==> src/rtl/oldland_bus_pkg.sv <==
// Shared types and constants for the oldland two-master memory bus arbiter
// and its watchdog timer.
package oldland_bus_pkg;

  typedef enum logic [1:0] {
    IDLE = 2'd0,
    XFER = 2'd1,
    RESP = 2'd2
  } state_t;

  typedef enum logic {
    GNT_I = 1'b0,
    GNT_D = 1'b1
  } grant_t;

  // Instruction fetches always move a full word.
  localparam logic [3:0] I_BYTESEL = 4'b1111;

  // Counter width able to hold 0..cycles, never narrower than one bit.
  function automatic int unsigned timer_width(int unsigned cycles);
    return (cycles < 1) ? 1 : $clog2(cycles + 1);
  endfunction

endpackage

==> src/rtl/oldland_bus_timer.sv <==
// Clearable cycle counter flagging the last permitted cycle of a bus transfer.
// A limit of zero never expires.
module oldland_bus_timer
  import oldland_bus_pkg::*;
#(
  parameter int unsigned limit = 1024
) (
  input  logic clk,
  input  logic rst,
  input  logic clear,
  input  logic enable,
  output logic expired
);

  localparam int unsigned Width = timer_width(limit);
  localparam logic [Width-1:0] LastCount = (limit == 0) ? '0 : Width'(limit - 1);

  logic [Width-1:0] count_q;

  always_ff @(posedge clk) begin
    if (rst || clear) begin
      count_q <= '0;
    end else if (enable) begin
      count_q <= count_q + Width'(1);
    end
  end

  assign expired = (limit != 0) && (count_q == LastCount);

endmodule

==> src/rtl/oldland_bus_arbiter.sv <==
// Round-robin arbiter merging the instruction and data buses onto one memory
// bus, with registered request/response paths and a transfer watchdog.
module oldland_bus_arbiter
  import oldland_bus_pkg::*;
#(
  parameter int unsigned timeout_cycles = 1024
) (
  input  logic        clk,
  input  logic        rst,

  input  logic        i_access,
  input  logic [29:0] i_addr,
  output logic [31:0] i_data,
  output logic        i_ack,
  output logic        i_error,

  input  logic        d_access,
  input  logic [29:0] d_addr,
  input  logic [3:0]  d_bytesel,
  input  logic        d_wr_en,
  input  logic [31:0] d_wr_val,
  output logic [31:0] d_data,
  output logic        d_ack,
  output logic        d_error,

  output logic        m_access,
  output logic [29:0] m_addr,
  output logic [3:0]  m_bytesel,
  output logic        m_wr_en,
  output logic [31:0] m_wr_val,
  input  logic [31:0] m_data,
  input  logic        m_ack,
  input  logic        m_error,

  output logic        timeout
);

  state_t      state_q, state_d;
  grant_t      grant_q, grant_d;
  grant_t      last_grant_q, last_grant_d;
  logic [29:0] addr_q, addr_d;
  logic [3:0]  bytesel_q, bytesel_d;
  logic        wr_en_q, wr_en_d;
  logic [31:0] wr_val_q, wr_val_d;
  logic [31:0] rdata_q, rdata_d;
  logic        err_q, err_d;
  logic        timeout_q, timeout_d;

  logic        timer_clear;
  logic        timer_en;
  logic        timer_expired;

  oldland_bus_timer #(
    .limit (timeout_cycles)
  ) u_timer (
    .clk     (clk),
    .rst     (rst),
    .clear   (timer_clear),
    .enable  (timer_en),
    .expired (timer_expired)
  );

  always_comb begin
    state_d      = state_q;
    grant_d      = grant_q;
    last_grant_d = last_grant_q;
    addr_d       = addr_q;
    bytesel_d    = bytesel_q;
    wr_en_d      = wr_en_q;
    wr_val_d     = wr_val_q;
    rdata_d      = rdata_q;
    err_d        = err_q;
    timeout_d    = 1'b0;
    timer_clear  = 1'b0;
    timer_en     = 1'b0;

    unique case (state_q)
      IDLE: begin
        if (i_access || d_access) begin
          // On a tie the master that did not win last time gets the bus.
          if (i_access && (!d_access || last_grant_q == GNT_D)) begin
            grant_d   = GNT_I;
            addr_d    = i_addr;
            bytesel_d = I_BYTESEL;
            wr_en_d   = 1'b0;
            wr_val_d  = '0;
          end else begin
            grant_d   = GNT_D;
            addr_d    = d_addr;
            bytesel_d = d_bytesel;
            wr_en_d   = d_wr_en;
            wr_val_d  = d_wr_val;
          end
          last_grant_d = grant_d;
          timer_clear  = 1'b1;
          state_d      = XFER;
        end
      end

      XFER: begin
        if (m_error) begin
          err_d   = 1'b1;
          rdata_d = '0;
          state_d = RESP;
        end else if (m_ack) begin
          err_d   = 1'b0;
          rdata_d = wr_en_q ? '0 : m_data;
          state_d = RESP;
        end else if (timer_expired) begin
          err_d     = 1'b1;
          rdata_d   = '0;
          timeout_d = 1'b1;
          state_d   = RESP;
        end else begin
          timer_en = 1'b1;
        end
      end

      RESP: begin
        state_d = IDLE;
      end

      default: begin
        state_d = IDLE;
      end
    endcase
  end

  always_ff @(posedge clk) begin
    if (rst) begin
      state_q      <= IDLE;
      grant_q      <= GNT_D;
      last_grant_q <= GNT_D;
      addr_q       <= '0;
      bytesel_q    <= '0;
      wr_en_q      <= 1'b0;
      wr_val_q     <= '0;
      rdata_q      <= '0;
      err_q        <= 1'b0;
      timeout_q    <= 1'b0;
    end else begin
      state_q      <= state_d;
      grant_q      <= grant_d;
      last_grant_q <= last_grant_d;
      addr_q       <= addr_d;
      bytesel_q    <= bytesel_d;
      wr_en_q      <= wr_en_d;
      wr_val_q     <= wr_val_d;
      rdata_q      <= rdata_d;
      err_q        <= err_d;
      timeout_q    <= timeout_d;
    end
  end

  logic resp_i;
  logic resp_d;

  assign resp_i = (state_q == RESP) && (grant_q == GNT_I);
  assign resp_d = (state_q == RESP) && (grant_q == GNT_D);

  assign m_access  = (state_q == XFER);
  assign m_addr    = addr_q;
  assign m_bytesel = bytesel_q;
  assign m_wr_en   = wr_en_q;
  assign m_wr_val  = wr_val_q;

  assign i_ack   = resp_i && !err_q;
  assign i_error = resp_i && err_q;
  assign i_data  = resp_i ? rdata_q : '0;
  assign d_ack   = resp_d && !err_q;
  assign d_error = resp_d && err_q;
  assign d_data  = resp_d ? rdata_q : '0;
  assign timeout = timeout_q;

endmodule

==> config.mk <==
export PLATFORM = sky130hd
export DESIGN_NAME = oldland_bus_arbiter
export DESIGN_NICKNAME = d
export VERILOG_FILES = /design/src/rtl/oldland_bus_pkg.sv /design/src/rtl/oldland_bus_timer.sv /design/src/rtl/oldland_bus_arbiter.sv
export SDC_FILE = /design/constraint.sdc
export NUM_CORES = 1
export LEC_CHECK = 0
export BUFFER_PORTS_ARGS = -buffer_cell sky130_fd_sc_hd__buf_2
export CAP_MARGIN = 30
export CORE_ASPECT_RATIO = 1.5
export CORE_MARGIN = 4
export CORE_UTILIZATION = 35
export CTS_BUF_LIST = sky130_fd_sc_hd__clkbuf_4 sky130_fd_sc_hd__clkbuf_8
export DETAILED_ROUTE_END_ITERATION = 10
export PLACE_DENSITY = 0.67
export SYNTH_ARGS = -nofsm -noshare
export SYNTH_HDL_FRONTEND = slang
export SYNTH_SLANG_ARGS = --single-unit
==> constraint.sdc <==
create_clock -name clk -period 2 [get_ports clk]
set_input_delay 0.5 -clock clk [delete_from_list [all_inputs] [get_ports clk]]
set_output_delay 0.5 -clock clk [all_outputs]
set_load 0.1 [all_outputs]
# Word level (Yosys, flattened, before mapping)
# Cells that the tools add are included.
# totals
register_bits,115
out_inout_bits,137
elab_cells,62
# op_classes
add_sub_neg,1
eq_ne,5
muxes,26
n_bitwise,2
n_reduce_logical,18
# ops
op,n
two-way mux 32 bit,7
two-way mux 30 bit,1
two-way mux 1 bit,12
adder 11 x 1 -> 11 bit (second input constant),1
== test 11 x 10 -> 1 bit (second input constant),1
two-way mux 2 bit,4
logical AND 1 bit,7
AND reduction 2 bit,3
two-way mux 4 bit,1
!= test 4 x 1 -> 1 bit (second input constant),1
case mux 2 bit (2 select lines),1
OR reduction 4 bit,1
logical OR 1 bit,3
nonzero test 3 bit,1
== test 2 x 1 -> 1 bit (second input constant),1
== test 2 bit (second input constant),1
zero test 1 bit,2
zero test 2 bit,1
!= test 2 bit (second input constant),1
inverter 1 bit,2

# Logic depth before layout (Yosys ltp)
# Gate-level depths: netlist (run 1).
# logic_depth
word_depth,5
ltp_mapped,7
depth_no_buf,5

# By module
# A second synthesis (run 1) with hierarchy kept.
# unflattened
cells_unflattened,493
hier_area_um2,4926.0
# modules_own_cells
mod,n_inst,cells_each,area_each_um2
oldland_bus_arbiter,1,438,4409.2
oldland_bus_timer,1,55,516.7

# Least setup slack after synthesis (run 1)
# Ideal clock, no wire load.
# synth_timing
path_type,register -> output
start,register state_q[1]
end,output port d_ack
arrival_ns,2.213
slack_ns,-0.713
path_stages_with_launch,3
path_cell_list,dfxtp_1 nor3b_1 nor2b_1
# synth_via
elab_chain_cells,3
# synth_rtl
item,line_no,source
from (decl),oldland_bus_arbiter.sv:38,"state_t state_q, state_d;"
from (signal assigned),oldland_bus_arbiter.sv:142,state_q <= state_d;
== test 2 bit,oldland_bus_arbiter.sv:159,assign resp_d = (state_q == RESP) && (grant_q == GNT_D);
logical AND 1 bit,oldland_bus_arbiter.sv:159,
logical AND 1 bit,oldland_bus_arbiter.sv:170,assign d_ack = resp_d && !err_q;
to (decl),oldland_bus_arbiter.sv:23,"output logic d_ack,"
# Every way passes these cells.

==> results of run 1 <==
==> power breakdown <==
group / internal, mW / total, mW / switching (mW)
clock: 1.37 / 2.27 / 0.900
combinational: 0.430 / 1.79 / 1.36
sequential: 2.44 / 2.53 / 0.0917
==> logic make-up (layout without fill, tap and decap cells) <==
logic type	after synthesis	in the layout	share of synthesized area, %
simple gates	218	218	22.5
buf+inv	43	329	4.61
flops	115	115	46.4
mux	63	63	12.7
other cells	0	1	0
compound gates	89	89	13.6
fa+ha+maj	1	1	0.252
==> cells in the final DEF, fill, tap and decap left out, types with 4 or more instances in the layout <==
cell	Yosys	routed
buf_2	6	202
dfxtp_1	115	112
buf_12	0	74
nand2_1	72	72
mux2i_1	63	63
and2_4	0	38
nor2_1	40	38
a22o_1	33	33
a211oi_1	32	32
and2_2	0	25
clkbuf_8	0	20
buf_4	2	14
a21oi_1	9	9
nor3_1	9	9
o21ai_0	7	7
or3_1	6	6
and2_1	68	5
nand4_1	4	4
==> per-stage QoR <==
stage	instance area (sq um)	utilization, %	TNS [ns]	std cells
floorplan	5090	-	-3.42	529
global placement	7750	55.4	0	972
detailed placement	7750	55.4	0	972
CTS	8250	59.0	-10.88	1007
global route	8260	59.1	-13.82	1008
finish	8260	59.1	-7.31	1008
==> path summary, 6_finish.rpt <==
kind,startpoint,to,slack (ns),cells after the start
setup / recovery,last_grant_q$_SDFFE_PP1P_,d_data[28],-0.14,6
hold / removal,d_wr_val[7],m_wr_val[7]$_SDFFE_PP0P_,0.30,2
setup reg to reg,u_timer.count_q[0]$_SDFFE_PP0P_,rdata_q[28]$_SDFFE_PP0P_,0.21,6
hold reg to reg,m_wr_val[28]$_SDFFE_PP0P_,m_wr_val[28]$_SDFFE_PP0P_,0.47,1
==> metal layers <==
| metal | vias up | GRT usage (%) |
|---|---|---|
| li1 | 2396 | - |
| met4 | 0 | 6.32 |
| met2 | 201 | 33.2 |
| met1 | 2118 | 19.4 |
| met5 | - | 0 |
| met3 | 22 | 5.33 |
==> layout make-up <==
class / instances / area (sq um) / share of cell area, %
multi-input combinational: 371 / 2630 / 31.9
clock inverter: 9 / 128 / 1.54
tap: 192 / 240 / 2.91
inverter: 5 / 18.8 / 0.227
timing repair buffer: 292 / 2640 / 31.9
antenna: 1 / 2.50 / 0.0303
clock buffer: 23 / 298 / 3.60
sequential: 115 / 2310 / 27.9
==> repair_timing <==
action                                  in CTS  in global routing
setup buffers                                2                  0
gates cloned                                 1                  0
resized for setup                           21                  4
endpoints found under the setup margin      69                 69
pin swaps                                    3                  2
hold buffers                                 0                  0
endpoints found under the hold margin        0                  0
==> sequential cells by signal, indices dropped and copies added (netlist names) <==
| register | cells |
|---|---|
| last_grant_q | 1 |
| m_wr_val | 32 |
| m_wr_en | 1 |
| rdata_q | 32 |
| m_bytesel | 4 |
| timeout | 1 |
| state_q | 2 |
| u_timer.count_q | 11 |
| m_addr | 30 |
| err_q | 1 |
==> run_results.csv, run 1 <==
group,metric,value,unit
outcome,status,"finished with violations",
outcome,violations,"negative setup slack",
synthesis,yosysWarnings,0,
critical_path,crit_slowest_cell,"dfxtp_2",
critical_path,critical_path_class,"flip-flop to primary output",
drt,drtAntennaViolNets,0,
drt,top_layer,"met4",
synthesis,synth.cell_area,4960,sq um
sta,finalHoldViolations,0,
critical_path,start_kind,"flip-flop",
synthesis,synth_nets,665,
floorplan,ios,272,
final_layout,final_nets,938,
drt,drt_iter0_drc,123,
cts,cts_buffers,17,
synthesis,netlist_instances,529,
sta,rsz0062_at_grt,"yes",
drt,met1_length,5890,um
global_routing,grtUsageTotal,18.0,%
sta,slew_headroom,62.6,%
synthesis,ys_ff_latch,115,
sta,setup_viol,68,
cts,clk_path_buf_depth,2,
worst_hold_path,hold_class,"primary input to flip-flop",
pwr,finalPower,6.59,mW
critical_path,crit_fanout,17,
cts,cts_tree,"built",
synthesis,synth_cell_types,39,
critical_path,cp.required,1.50,ns
sta,period_needed,2.14,ns
cts,h-tree-depth,4,
drt,wl_per_cell,14.8,um
final_layout,nFillCells,1188,
placed_design,pre_cts_ws,0.190,ns
synthesis,synth.top_cell.area_share,46.4,%
synthesis,syn_area_per_cell,9.38,sq um
floorplan,core_area,14000,sq um
cts,clk_pin_slew_worst_paths,0.07,ns
synthesis,synth.area.top_cells,"dfxtp_1, mux2i_1, and2_1",
floorplan,initial_utilization,35.5,%
placed_design,dpl.hpwl,11500,um
critical_path,crit_chain,"inv_2 > nor3b_4 > buf_4 > buf_16 > and2_2 > buf_12",
placed_design,io_buffers,271,
cts,clk_latency,0.41,ns
placed_design,place_congestion,0.811,
synthesis,synthTopCellsByCount,"dfxtp_1, nand2_1, and2_1",
sta,slew_viol_final,0,
synthesis,yosysTopAreaCell,"dfxtp_1",
floorplan,die_y,154,um
drt,finalWirelength,14900,um
cts,cts_sinks,115,
sta,setup_ws,-0.138,ns
floorplan,dieArea,16200,sq um
drt,wl_met3,1020,um
floorplan,rows,53,
final_layout,drive_gt1_share,49.4,%
drt,via_count,4737,
global_routing,antenna_found_initial,1,
sta,worst_pin_slew,0.552,ns
critical_path,max_stage_delay,0.35,ns
drt,wl_met2,7670,um
critical_path,critPathTopFamily,"buffers and inverters",
critical_path,endpoint_kind,"primary output",
sta,max_freq,0.468,GHz
floorplan,die_w,105,um
synthesis,synth.yosys.seq_area_share,46.4,%
sta,whs,0.297,ns
critical_path,crit_arrival,1.64,ns
pwr,peakVddDrop,0.000540,V
critical_path,crit_buf_inv,4,
cts,clockRootBuffer,"clkbuf_8",
synthesis,synth_most_common_cell,"dfxtp_1",
sta,clock_skew,0.00981,ns
final_layout,areaGrowthSynthToFinish,66.5,%
global_routing,grt_start_max_net_pins,49,
pwr,p_per_area,797,nW/um^2
drt,vias_per_cell,4.70,
sta,fin_crit_sh,107,%
drt,drtPass1Iterations,4,
synthesis,synthArstFlopShare,0,%
run,maxCapViolCount,0,
pwr,leakagePower,3.69,nW
global_routing,grt_pass1_vias,4709,
synthesis,synth_edf_count,0,
global_routing,grt_pass1_wl,23400,um
synthesis,synth_ff_type,"dfxtp_1",
global_routing,grt_overflow,0,
drt,drc,0,
Power figures use the tool's default switching activity.
==> run 2, diff against run 1 <==
PLACE_DENSITY = 0.7   (was 0.67)
clock period = 1.83 ns   (was 2 ns; I/O delays follow)
==> run_results.csv, run 2 (synthesis gave the netlist of run 1 again) <==
group,metric,value,unit
pwr,pwr-share-comb,27.8,%
critical_path,endpoint_kind,"primary output",
cts,clk_pin_slew_worst_paths,0.07,ns
floorplan,ios,272,
sta,setup_ws,-0.310,ns
cts,clk_path_buf_depth,2,
run,maxCapViolCount,0,
critical_path,reg2reg_depth,6,
pwr,power_switching,2.58,mW
pwr,p_int,4.67,mW
global_routing,grt_pass1_vias,4665,
drt,vias_per_cell,4.79,
critical_path,crit_fanout,8,
sta,finalHoldViolations,0,
placed_design,io_buffers,271,
floorplan,dieArea,16200,sq um
placed_design,place_congestion,0.829,
outcome,status,"finished with violations",
final_layout,final_nets,954,
critical_path,start_kind,"flip-flop",
sta,clock_skew,0.0107,ns
critical_path,crit_slowest_cell,"dfxtp_4",
sta,rsz0062_at_grt,"yes",
cts,h-tree-depth,4,
global_routing,grt_start_max_net_pins,62,
critical_path,regToRegSetupSlack,0.11,ns
final_layout,areaGrowthSynthToFinish,71.8,%
critical_path,cp.required,1.37,ns
critical_path,r2r_end,"m_wr_val[9]$_SDFFE_PP0P_",
global_routing,grt_overflow,0,
placed_design,post-place-cells,974,
drt,drtAntennaViolNets,0,
final_layout,drive_gt1_share,50.7,%
critical_path,crit_arrival,1.68,ns
critical_path,max_stage_delay,0.38,ns
drt,drc,0,
final_layout,nFillCells,1118,
cts,cts_buffers,17,
drt,wl_per_cell,15.5,um
cts,cts_tree,"built",
floorplan,die_w,105,um
critical_path,crit_chain,"inv_4 > nor3b_4 > buf_6 > buf_8 > and2_4 > buf_12",
sta,setup-tns-final,-18.30,ns
drt,finalWirelength,15900,um
final_layout,layout_commonest_cell,"buf_2",
critical_path,cp-endpoint,"d_data[16]",
sta,whs,0.245,ns
critical_path,crit-reg2reg-launch,"state_q[1]$_SDFFE_PP0P_",
floorplan,rows,53,
sta,period_needed,2.14,ns
floorplan,die_y,154,um
sta,fin_crit_sh,117,%
sta,setup_viol,68,
placed_design,dpl.hpwl,11400,um
pwr,p_per_area,850,nW/um^2
pwr,clkPwrFrac,34.2,%
drt,via_count,4904,
final_layout,stdcell_count,1024,
pwr,power_frac_seq,38.1,%
critical_path,critical_path_class,"flip-flop to primary output",
sta,slew_viol_final,0,
sta,worst_pin_slew,0.509,ns
global_routing,grt_pass1_wl,23300,um
final_layout,final_cell_mix,"buf_2, dfxtp_1, buf_12",
pwr,leakagePower,3.82,nW
pwr,peakVddDrop,0.000688,V
worst_hold_path,hold_class,"primary input to flip-flop",
drt,drtPass1Iterations,4,
cts,cts_sinks,115,
pwr,swShare,35.6,%
floorplan,initial_utilization,35.5,%
cts,holdBufCountCts,0,
outcome,violations,"negative setup slack",
sta,slew_headroom,66.3,%
floorplan,core_area,14000,sq um
critical_path,setup.worst_path.start,"last_grant_q$_SDFFE_PP1P_",
sta,max_freq,0.467,GHz
pwr,finalPower,7.25,mW
cts,clk_latency,0.41,ns
global_routing,grtUsageTotal,18.0,%
drt,drt_iter0_drc,89,
global_routing,antenna_found_initial,2,
cts,clockRootBuffer,"clkbuf_8",
-- run 2: changes by cell type in the layout (fill, tap and decap cells not counted), sizes merged --
cell    delta
diode      +1
buf       +13
clkbuf     +2
-- run 2: power groups by stage --
stage	Sequential [mW]	Combinational, mW	Clock, mW
2_1_floorplan	3.80	0.514	0
3_3_place_gp	2.81	1.94	0
3_5_place_dp	2.81	1.96	0
4_1_cts	2.76	1.99	2.54
5_1_grt	2.78	2.11	2.65
6_report	2.76	2.01	2.48
-- run 2: final cells by class --
| type | instances | area (sq um) | area share [%] |
|---|---|---|---|
| Inverter | 5 | 21.3 | 0.249 |
| Tap cell | 192 | 240 | 2.82 |
| Timing Repair Buffer | 308 | 2870 | 33.6 |
| Clock buffer | 22 | 297 | 3.48 |
| Sequential cell | 115 | 2310 | 27.1 |
| Clock inverter | 9 | 128 | 1.50 |
| Multi-Input combinational cell | 371 | 2660 | 31.2 |
| Antenna cell | 2 | 5.00 | 0.0587 |
-- run 2: worst max-delay path, delay by kind of cell (launching register included) --
kind	cells	cell delay [ns]
flops	1	0.38
buf+inv	4	0.50
simple gates	2	0.38
-- run 2: layer usage --
| metal | wire, um | track usage, % | vias to the layer above |
|---|---|---|---|
| li1 | - | - | 2428 |
| met1 | 5620 | 18.4 | 2235 |
| met2 | 8840 | 34.3 | 206 |
| met3 | 916 | 4.37 | 35 |
| met4 | 514 | 7.38 | 0 |
| met5 | 0 | 0 | - |
-- run 2: metrics by stage --
step / instance area, sq um / worst slack (ns) / util [%]
after floorplan: 5080 / -0.0983 / -
after global placement: 7790 / 0.0506 / 55.6
after detailed placement: 7790 / 0.0285 / 55.6
after CTS: 8380 / -0.320 / 59.9
after global routing: 8530 / -0.377 / 60.9
final: 8530 / -0.310 / 60.9
-- run 2: worst min path at each step --
stage | startpoint | to | slack (ns) | depth (start not counted)
floorplan | rdata_q[0]$_SDFFE_PP0P_ | rdata_q[0]$_SDFFE_PP0P_ | 0.44 | 2
global placement | rdata_q[31]$_SDFFE_PP0P_ | rdata_q[31]$_SDFFE_PP0P_ | 0.45 | 2
detailed placement | m_wr_val[16]$_SDFFE_PP0P_ | m_wr_val[16]$_SDFFE_PP0P_ | 0.46 | 1
CTS | d_wr_val[21] | m_wr_val[21]$_SDFFE_PP0P_ | 0.21 | 2
global route | d_wr_val[10] | m_wr_val[10]$_SDFFE_PP0P_ | 0.22 | 2
finish | d_wr_val[21] | m_wr_val[21]$_SDFFE_PP0P_ | 0.25 | 2
-- run 2: timing repair --
action / 4_1_cts / 5_1_grt
setup buffers: 5 / 7
pin swaps: 5 / 13
gates resized for setup: 27 / 36
setup endpoints to repair: 69 / 93
cloned: 3 / 4
==> run 3, diff against run 2 <==
CELL_PAD_IN_SITES_DETAIL_PLACEMENT = 0   (was unset)
CELL_PAD_IN_SITES_GLOBAL_PLACEMENT = 1   (was unset)
CORE_UTILIZATION = 30   (was 35)
PLACE_DENSITY = 0.81   (was 0.7)
==> run_results.csv, run 3 (synthesis gave the netlist of run 1 again) <==
group,metric,value,unit
outcome,status,"finished with violations",
outcome,violations,"negative setup slack",
global_routing,grt_overflow,0,
sta,setup_viol,68,
pwr,finalPower,7.63,mW
placed_design,place_congestion,0.736,
global_routing,grt_start_max_net_pins,62,
pwr,p_per_area,875,nW/um^2
sta,slew_headroom,65.7,%
floorplan,core_area,16200,sq um
worst_hold_path,holdPathStages,2,
final_layout,areaGrowthSynthToFinish,75.8,%
sta,setup_ws,-0.325,ns
final_layout,final_cell_area,8720,sq um
sta,worst_pin_slew,0.518,ns
run,maxCapViolCount,0,
drt,drtAntennaViolNets,0,
placed_design,post-place-cells,990,
sta,whs,0.232,ns
pwr,leakagePower,3.88,nW
sta,slew_viol_final,0,
drt,wl_per_cell,16.0,um
critical_path,crit_fanout,8,
cts,clk_latency,0.43,ns
cts,cts_tree,"built",
critical_path,start_kind,"flip-flop",
floorplan,initial_utilization,30.7,%
pwr,peakVddDrop,0.000556,V
floorplan,dieArea,18700,sq um
sta,fin_crit_sh,118,%
final_layout,final_nets,958,
sta,finalHoldViolations,0,
floorplan,die_w,113,um
floorplan,ios,272,
final_layout,drive_gt1_share,51.4,%
global_routing,grtUsageTotal,16.2,%
cts,clk_path_buf_depth,2,
final_layout,antenna_cells,0,
placed_design,place_area,7830,sq um
global_routing,antenna_found_initial,1,
critical_path,cp.required,1.37,ns
drt,vias_per_cell,4.67,
worst_hold_path,hold_class,"primary input to flip-flop",
global_routing,grt_pass1_wl,24200,um
floorplan,rows,57,
critical_path,endpoint_kind,"primary output",
cts,h-tree-depth,4,
drt,drt_iter0_drc,151,
cts,clockRootBuffer,"clkbuf_8",
drt,finalWirelength,16700,um
drt,drc,0,
drt,drtPass1Iterations,4,
sta,clock_skew,0.0160,ns
final_layout,stdcell_count,1041,
critical_path,reg2reg_depth,7,
drt,via_count,4860,
cts,cts_buffers,17,
placed_design,io_buffers,271,
final_layout,final_cell_mix,"buf_2, dfxtp_1, buf_12",
cts,clk_pin_slew_worst_paths,0.08,ns
sta,rsz0062_at_grt,"yes",
final_layout,final_core_util,53.9,%
floorplan,die_y,166,um
final_layout,layout_commonest_cell,"buf_2",
critical_path,crit_arrival,1.70,ns
cts,holdBufCountCts,0,
sta,period_needed,2.15,ns
placed_design,dpl.hpwl,11700,um
global_routing,grt_pass1_vias,4715,
cts,cts_sinks,115,
sta,max_freq,0.464,GHz
critical_path,critical_path_class,"flip-flop to primary output",
## run 3: per-stage QoR
stage,worst slack [ns],TNS (ns)
CTS,-0.338,-21.38
finish,-0.325,-20.07
global placement,0.0695,0
floorplan,-0.0983,-5.31
detailed placement,0.0387,0
global route,-0.388,-24.42
## run 3: cell type report
cell class	instances	area, sq um
fillers	1421	7470
repair buffers	312	2980
multi-input cells	371	2680
flip-flops and latches	115	2310
clock buffers	20	269
well taps	206	258
clock inverters	12	203
inverters	5	21.3
## run 3: what timing repair did
item / in CTS / in global routing
gates cloned: 4 / 5
endpoints found under the setup margin: 68 / 107
pin swaps: 11 / 6
resized for setup: 61 / 6
setup buffers: 6 / 5
## run 3: worst max-delay path: stages, from the launching register on
cell and delay (ns):
dfxtp_4 0.39, inv_4 0.04, nor3b_4 0.21, buf_6 0.17, buf_16 0.13, and2_4 0.15
buf_12 0.17
## run 3: routing by layer
metal,up-vias,GRT usage [%],routed length [um]
li1,2426,-,-
met1,2227,17.2,6240
met2,190,31.3,9120
met3,15,4.16,1080
met4,2,4.65,203
met5,-,0,13
## run 3: worst paths after layout
kind | from | endpoint | slack, ns
min | d_wr_val[9] | m_wr_val[9]$_SDFFE_PP0P_ | 0.23
min reg2reg | u_timer.count_q[10]$_SDFFE_PP0P_ | u_timer.count_q[10]$_SDFFE_PP0P_ | 0.47
max reg2reg | u_timer.count_q[0]$_SDFFE_PP0P_ | rdata_q[22]$_SDFFE_PP0P_ | 0.07
max | last_grant_q$_SDFFE_PP1P_ | d_error | -0.32
## run 3: power breakdown
part           total (mW)  switching, mW  leakage [nW]  internal [mW]
sequential           2.76         0.0942         0.942           2.66
clock                2.79           1.08         0.225           1.71
combinational        2.08           1.53          2.71          0.550
total                7.63           2.70          3.88           4.93
